### src/rtl/clk_freq_monitor.sv
// rtl/clk_freq_monitor.sv - multi-channel clock rate / lock monitor, all logic in clk_ref domain
// Optional: CLK_FREQ_MONITOR_LOCK_GATE_EN discards windows in which a channel lost lock.
module clk_freq_monitor #(
   parameter int NCLK        = 4,
   parameter int CNT_W       = 16,
   parameter int RATE_W      = 32,
   parameter int GATE_W      = 32,
   parameter int UNLOCK_W    = 32,
   parameter int SYNC_STAGES = 2
) (
   input  logic                     clk_ref,
   input  logic                     aresetn,
   input  logic                     enable,
   input  logic [GATE_W-1:0]        gate_cycles,
   input  logic [NCLK*CNT_W-1:0]    test_cnt_gray,
   input  logic [NCLK-1:0]          locked,
   input  logic [NCLK*RATE_W-1:0]   thr_lo,
   input  logic [NCLK*RATE_W-1:0]   thr_hi,
   input  logic [NCLK-1:0]          clear,
   output logic [NCLK*RATE_W-1:0]   rate,
   output logic [NCLK*RATE_W-1:0]   rate_min,
   output logic [NCLK*RATE_W-1:0]   rate_max,
   output logic [NCLK-1:0]          rate_valid,
   output logic [NCLK-1:0]          alarm,
   output logic [NCLK-1:0]          alarm_sticky,
   output logic [NCLK*UNLOCK_W-1:0] unlocks,
   output logic [NCLK-1:0]          locked_sync
);

   typedef enum logic [1:0] {IDLE = 2'd0, PRIME = 2'd1, RUN = 2'd2} state_t;

   function automatic logic [CNT_W-1:0] gray2bin(input logic [CNT_W-1:0] g);
      logic [CNT_W-1:0] b;
      b[CNT_W-1] = g[CNT_W-1];
      for (int k = CNT_W-2; k >= 0; k--) b[k] = b[k+1] ^ g[k];
      return b;
   endfunction

   logic [SYNC_STAGES-1:0][NCLK*CNT_W-1:0] gray_sync;
   logic [SYNC_STAGES-1:0][NCLK-1:0]       lock_sync;
   logic [NCLK-1:0][CNT_W-1:0]             prev_bin, cur_bin, delta;
   logic [NCLK-1:0][RATE_W-1:0]            acc, acc_next, rate_q, min_q, max_q;
   logic [NCLK-1:0][UNLOCK_W-1:0]          unl_q;
   logic [NCLK-1:0]                        new_alarm, keep, upd, valid_q, alarm_q, sticky_q, fall;
   logic [GATE_W-1:0]                      gate_cnt, gate_q;
   logic [RATE_W:0]                        sum;
   state_t                                 state, state_nxt;
   logic                                   go, abort, tick, tick_run;

   assign go       = enable && (gate_cycles >= GATE_W'(2));
   assign abort    = !go || (gate_cycles != gate_q);
   assign tick     = (gate_cnt == gate_cycles - GATE_W'(1));
   assign tick_run = (state == RUN) && tick && !abort;
   assign upd      = keep & {NCLK{tick_run}};

   always_comb begin
      sum = '0;
      for (int i = 0; i < NCLK; i++) begin
         cur_bin[i]   = gray2bin(gray_sync[SYNC_STAGES-1][i*CNT_W +: CNT_W]);
         delta[i]     = cur_bin[i] - prev_bin[i];
         sum          = {1'b0, acc[i]} + (RATE_W+1)'(delta[i]);
         acc_next[i]  = sum[RATE_W] ? '1 : sum[RATE_W-1:0];
         new_alarm[i] = (acc_next[i] < thr_lo[i*RATE_W +: RATE_W]) ||
                        (acc_next[i] > thr_hi[i*RATE_W +: RATE_W]);
         fall[i]      = lock_sync[SYNC_STAGES-1][i] & ~lock_sync[SYNC_STAGES-2][i];
      end
   end

   always_comb begin
      state_nxt = state;
      case (state)
         IDLE:    if (go) state_nxt = PRIME;
         PRIME:   if (abort) state_nxt = IDLE; else if (tick) state_nxt = RUN;
         RUN:     if (abort) state_nxt = IDLE;
         default: state_nxt = IDLE;
      endcase
   end

   always_ff @(posedge clk_ref or negedge aresetn) begin
      if (!aresetn) begin
         state     <= IDLE;
         gate_cnt  <= '0;
         gate_q    <= '0;
         gray_sync <= '0;
         lock_sync <= '0;
         prev_bin  <= '0;
         acc       <= '0;
      end else begin
         state     <= state_nxt;
         gate_q    <= gate_cycles;
         gray_sync <= {gray_sync[SYNC_STAGES-2:0], test_cnt_gray};
         lock_sync <= {lock_sync[SYNC_STAGES-2:0], locked};
         prev_bin  <= cur_bin;
         // A window boundary folds the boundary cycle's delta into the result, so no edge is lost
         if (state == IDLE || abort || tick) begin
            gate_cnt <= '0;
            acc      <= '0;
         end else begin
            gate_cnt <= gate_cnt + GATE_W'(1);
            acc      <= acc_next;
         end
      end
   end

`ifdef CLK_FREQ_MONITOR_LOCK_GATE_EN
   logic [NCLK-1:0] lost, reprime;
   assign keep = ~(lost | ~lock_sync[SYNC_STAGES-1] | reprime);

   always_ff @(posedge clk_ref or negedge aresetn) begin
      if (!aresetn) begin
         lost    <= '0;
         reprime <= '0;
      end else if (state != RUN || abort) begin
         lost    <= '0;
         reprime <= '0;
      end else if (tick) begin
         reprime <= lost | ~lock_sync[SYNC_STAGES-1];
         lost    <= '0;
      end else begin
         lost    <= lost | ~lock_sync[SYNC_STAGES-1];
      end
   end
`else
   assign keep = '1;
`endif

   always_ff @(posedge clk_ref or negedge aresetn) begin
      if (!aresetn) begin
         valid_q  <= '0;
         rate_q   <= '0;
         min_q    <= '1;
         max_q    <= '0;
         alarm_q  <= '0;
         sticky_q <= '0;
         unl_q    <= '0;
      end else begin
         valid_q <= upd;
         for (int i = 0; i < NCLK; i++) begin
            if (upd[i]) begin
               rate_q[i]  <= acc_next[i];
               alarm_q[i] <= new_alarm[i];
            end
            if (clear[i] && upd[i])                     min_q[i] <= acc_next[i];
            else if (clear[i])                          min_q[i] <= '1;
            else if (upd[i] && acc_next[i] < min_q[i])  min_q[i] <= acc_next[i];
            if (clear[i] && upd[i])                     max_q[i] <= acc_next[i];
            else if (clear[i])                          max_q[i] <= '0;
            else if (upd[i] && acc_next[i] > max_q[i])  max_q[i] <= acc_next[i];
            if (upd[i] && new_alarm[i])                 sticky_q[i] <= 1'b1;
            else if (clear[i])                          sticky_q[i] <= 1'b0;
            if (fall[i] && clear[i])                    unl_q[i] <= UNLOCK_W'(1);
            else if (clear[i])                          unl_q[i] <= '0;
            else if (fall[i] && unl_q[i] != '1)         unl_q[i] <= unl_q[i] + UNLOCK_W'(1);
         end
      end
   end

   assign rate         = rate_q;
   assign rate_min     = min_q;
   assign rate_max     = max_q;
   assign rate_valid   = valid_q;
   assign alarm        = alarm_q;
   assign alarm_sticky = sticky_q;
   assign unlocks      = unl_q;
   assign locked_sync  = lock_sync[SYNC_STAGES-1];

endmodule

### config.mk
export PLATFORM = sky130hd
export DESIGN_NAME = clk_freq_monitor
export DESIGN_NICKNAME = d
export VERILOG_FILES = /design/src/rtl/clk_freq_monitor.sv
export SDC_FILE = /design/constraint.sdc
export NUM_CORES = 2
export LEC_CHECK = 0
export CORE_MARGIN = 1
export CORE_UTILIZATION = 45
export CTS_CLUSTER_DIAMETER = 200
export CTS_CLUSTER_SIZE = 30
export DETAILED_ROUTE_END_ITERATION = 7
export GPL_TIMING_DRIVEN = 0
export PLACE_DENSITY = 0.69
export REMOVE_ABC_BUFFERS = 1
export SYNTH_ARGS = -nofsm -noshare
export SYNTH_HDL_FRONTEND = slang
export SYNTH_SLANG_ARGS = --single-unit
### constraint.sdc
create_clock -name clk_ref -period 25.7 [get_ports clk_ref]
set_input_delay 7.71 -clock clk_ref [delete_from_list [all_inputs] [get_ports clk_ref]]
set_output_delay 7.71 -clock clk_ref [all_outputs]
set_load 0.005 [all_outputs]
==> impl_metrics.ini <==
[status]
run_status = complete, no violations

[worst_setup_path]
critical_path.n_buffers_inverters = 4
crit_arrival_ns = 14.27
cp_max_fo = 63
timing.critical_path.required_ns = 26.24
criticalPathCategory = in -> reg
critPathLaunchType = input port
timing.critical_path.slowest_stage_cell = and2_2
critical_path_sink_type = register
cpLargestDelayFamily = simple AND/OR/NAND/NOR gates
crit_path_max_incr_delay_ns = 0.85
timing.critical_path.cells = clkdlybuf4s50_1 > inv_1 > ha_1 > or3b_1 > or3_1 > nor4_4 > o211ai_1 > or4_4 > nor4_2 > and3_4 > buf_16 > buf_12 > a21o_1 > and2_2 > a31oi_1

[sta]
drv_slew = 0
period_minus_slack_ns = 13.73
worst_slew_pin_slew_ns = 1.376
final-setup-viol-count = 0
timing.final.crit_share_pct = 53.41
hold_viol = 0
final.setup.tns_ns = 0
clock_skew_ns = 0.05139
maxClockFrequency_ghz = 0.07285
slew_headroom_pct = 7.635
unrepaired_setup_endpoints_after_global_routing = no

[route]
ant_nets = 0
drt_first_iter_violations = 2963
drt-wirelength-per-cell_um = 21.95
via_count = 45650
vias_per_cell = 5.472
post-route-drc-count = 0
wl_um = 183100
drtPass1Iterations = 5

[floorplanning]
die_width_um = 353.4
die-height_um = 353.4
fp.coreArea_um2 = 122200
core.rowCount = 128
dieArea_um2 = 124900
ioPinCount = 891
initial_utilization_pct = 45.48

[synth]
yosys.area.top_type_share_pct = 35.44
synthesis.instances = 5869
ys_async_sr_fraction_pct = 100.0
yosys_register_bits = 915
synth-edff-count = 0
synth_area_um2 = 55580
yosysSeqAreaShare_pct = 41.49
post_synthesis_cell_type_with_the_largest_combined_area = dfrtp_1
synth_area_leaders = dfrtp_1, ha_1, dfstp_2
yosys_most_used_dff = dfrtp_1
synthDistinctLibCells = 87
post_synth.cell_area_avg_um2 = 9.469
ys.warnings.count = 0

[grt]
grt_antenna_before_repair = 17
number_of_global_route_vias_before_repair = 45580
global_route.overflow_total = 0
track_usage_pct = 28.77
grt_start_max_net_pins = 120
first_pass_grt_wire_length_um = 276400

[power_and_ir_drop]
cellLeakagePower_nw = 33.80
p_per_area_nw_per_um2 = 81.88
irDropWorstVdd_mv = 0.07466

[clock_tree]
numCtsBuffers = 36
cts_tree = built
path_clk_slew_ns = 0.12
cts_resized = 0
clock_h_tree_levels = 2
tritoncts_num_sinks = 915
clock_latency_ns = 0.67
clock_tree.buffer_depth = 3
clockRootBuffer = clkbuf_16
cts_hold_buffers = 0
setup_fix_bufs_post_cts = 0

[placed_design]
routabilityCongestion = 0.9535
portBuffers = 890
hpwl_um = 145600
postPlaceCellArea_um2 = 66590

[final_layout]
cell_area_after_layout_um2 = 67680
layout-drive-gt1-share_pct = 4.383
area_growth_pct = 21.78
finish.net_count = 7686

[job]
count_of_max_cap_constraint_violations = 0

[min_path]
hp-class = reg -> reg
==> cell families after synthesis <==
family                   after synthesis  share of synthesized area [%]
flip-flops                           915                          41.49
XOR/XNOR                             397                          6.497
adder cells (fa/ha/maj)              643                          14.58
AND/OR/NAND/NOR                     1714                          14.97
AO/OA/AOI/OAI                       1091                          12.68
buffers and inverters                931                          6.513
multiplexers                         178                          3.262
==> through the flow <==
stage	worst slack, ns	hold slack [ns]	cells	power, mW	util (%)
6_report	11.97	0.3219	8342	5.542	55.38
5_1_grt	11.64	0.3581	8340	5.997	55.38
4_1_cts	12.08	0.3333	8333	5.547	55.36
3_5_place_dp	11.36	0.3347	8267	4.761	54.50
3_3_place_gp	-25.35	0.3326	8221	4.668	53.83
2_1_floorplan	10.64	0.3312	5706	3.779	-
==> path summary, 6_finish.rpt <==
path | from | end | slack (ns) | depth (start not counted)
hold / removal | gray_sync[11]$_DFF_PN0_ | gray_sync[75]$_DFF_PN0_ | 0.32 | 0
setup reg to reg | cur_bin[31]$_DFF_PN0_ | rate_min[32]$_DFFE_PN1P_ | 13.04 | 40
min in group asynchronous | aresetn | gray_sync[13]$_DFF_PN0_ | 7.05 | 1
max in group asynchronous | aresetn | gray_sync[99]$_DFF_PN0_ | 16.47 | 4
hold reg to reg | gray_sync[11]$_DFF_PN0_ | gray_sync[75]$_DFF_PN0_ | 0.32 | 0
setup / recovery | gate_cycles[0] | rate_min[32]$_DFFE_PN1P_ | 11.97 | 15
==> layer usage <==
| metal | vias up | share of wire [%] | global-route usage, % |
|---|---|---|---|
| li1 | 21630 | - | - |
| met1 | 22300 | 41 | 35.09 |
| met2 | 1364 | 47 | 47.65 |
| met3 | 339 | 7.1 | 6.928 |
| met4 | 12 | 5.5 | 13.98 |
| met5 | - | 0.044 | 0 |
==> synth_stat cells (30+ instances only) <==
cell	n
a21oi_1	349
and3_1	53
mux2i_1	153
or3_1	32
inv_1	767
dfrtp_1	787
o21bai_1	30
and4_1	31
a21o_1	192
nor2b_1	56
nor3_1	109
buf_2	43
o21ai_0	208
nand3_1	127
xor2_1	200
nor4_1	34
nand2_1	314
o21a_1	33
clkbuf_1	101
ha_1	635
nor2_1	611
a31oi_1	44
nand4_1	133
nand2b_1	125
xnor2_1	188
dfstp_2	128
==> sequential cells by signal (all words and copies together) (netlist names) <==
name,cells
locked_sync,4
cur_bin,4
unlocks,128
gray_sync,124
rate_valid,1
alarm,4
gate_cnt,32
alarm_sticky,4
state,2
rate_min,128
lock_sync,4
prev_bin,64
gate_q,32
rate,128
acc,128
rate_max,128
==> cell type report <==
type                            instances  area (um^2)
Clock inverter                          3        33.78
Timing Repair Buffer                  936         9618
Clock buffer                           63         1023
Sequential cell                       915        23060
Inverter                              768         2883
Multi-Input combinational cell       4023        29010
Tap cell                             1625         2033
Antenna cell                            9        22.52
Fill cell                           10990        54520
==> power breakdown <==
part           internal (mW)  switching (mW)  total, mW
combinational           1.22            2.04       3.26
sequential              1.49          0.0188       1.51
clock                  0.281           0.484      0.765
==> layout by cell type (no fill, tap or decap), types with 18 or more instances in the layout <==
cell type and count:
a211oi_1 25, a21o_1 192, a21oi_1 349, a22o_1 23, a2bb2oi_1 18, a31oi_1 44, and2_1 22, and3_1 52
and4_1 31, buf_4 21, clkbuf_1 26, clkbuf_16 37, clkdlybuf4s50_1 885, dfrtp_1 787, dfstp_2 128, ha_1 635
inv_1 767, mux2i_1 153, nand2_1 313, nand2b_1 125, nand3_1 125, nand4_1 133, nor2_1 609, nor2b_1 56
nor3_1 109, nor4_1 34, o211ai_1 27, o21a_1 33, o21ai_0 208, o21bai_1 30, or3_1 32, xnor2_1 188
xor2_1 200
Note: power is estimated with default switching activity, not from simulation.
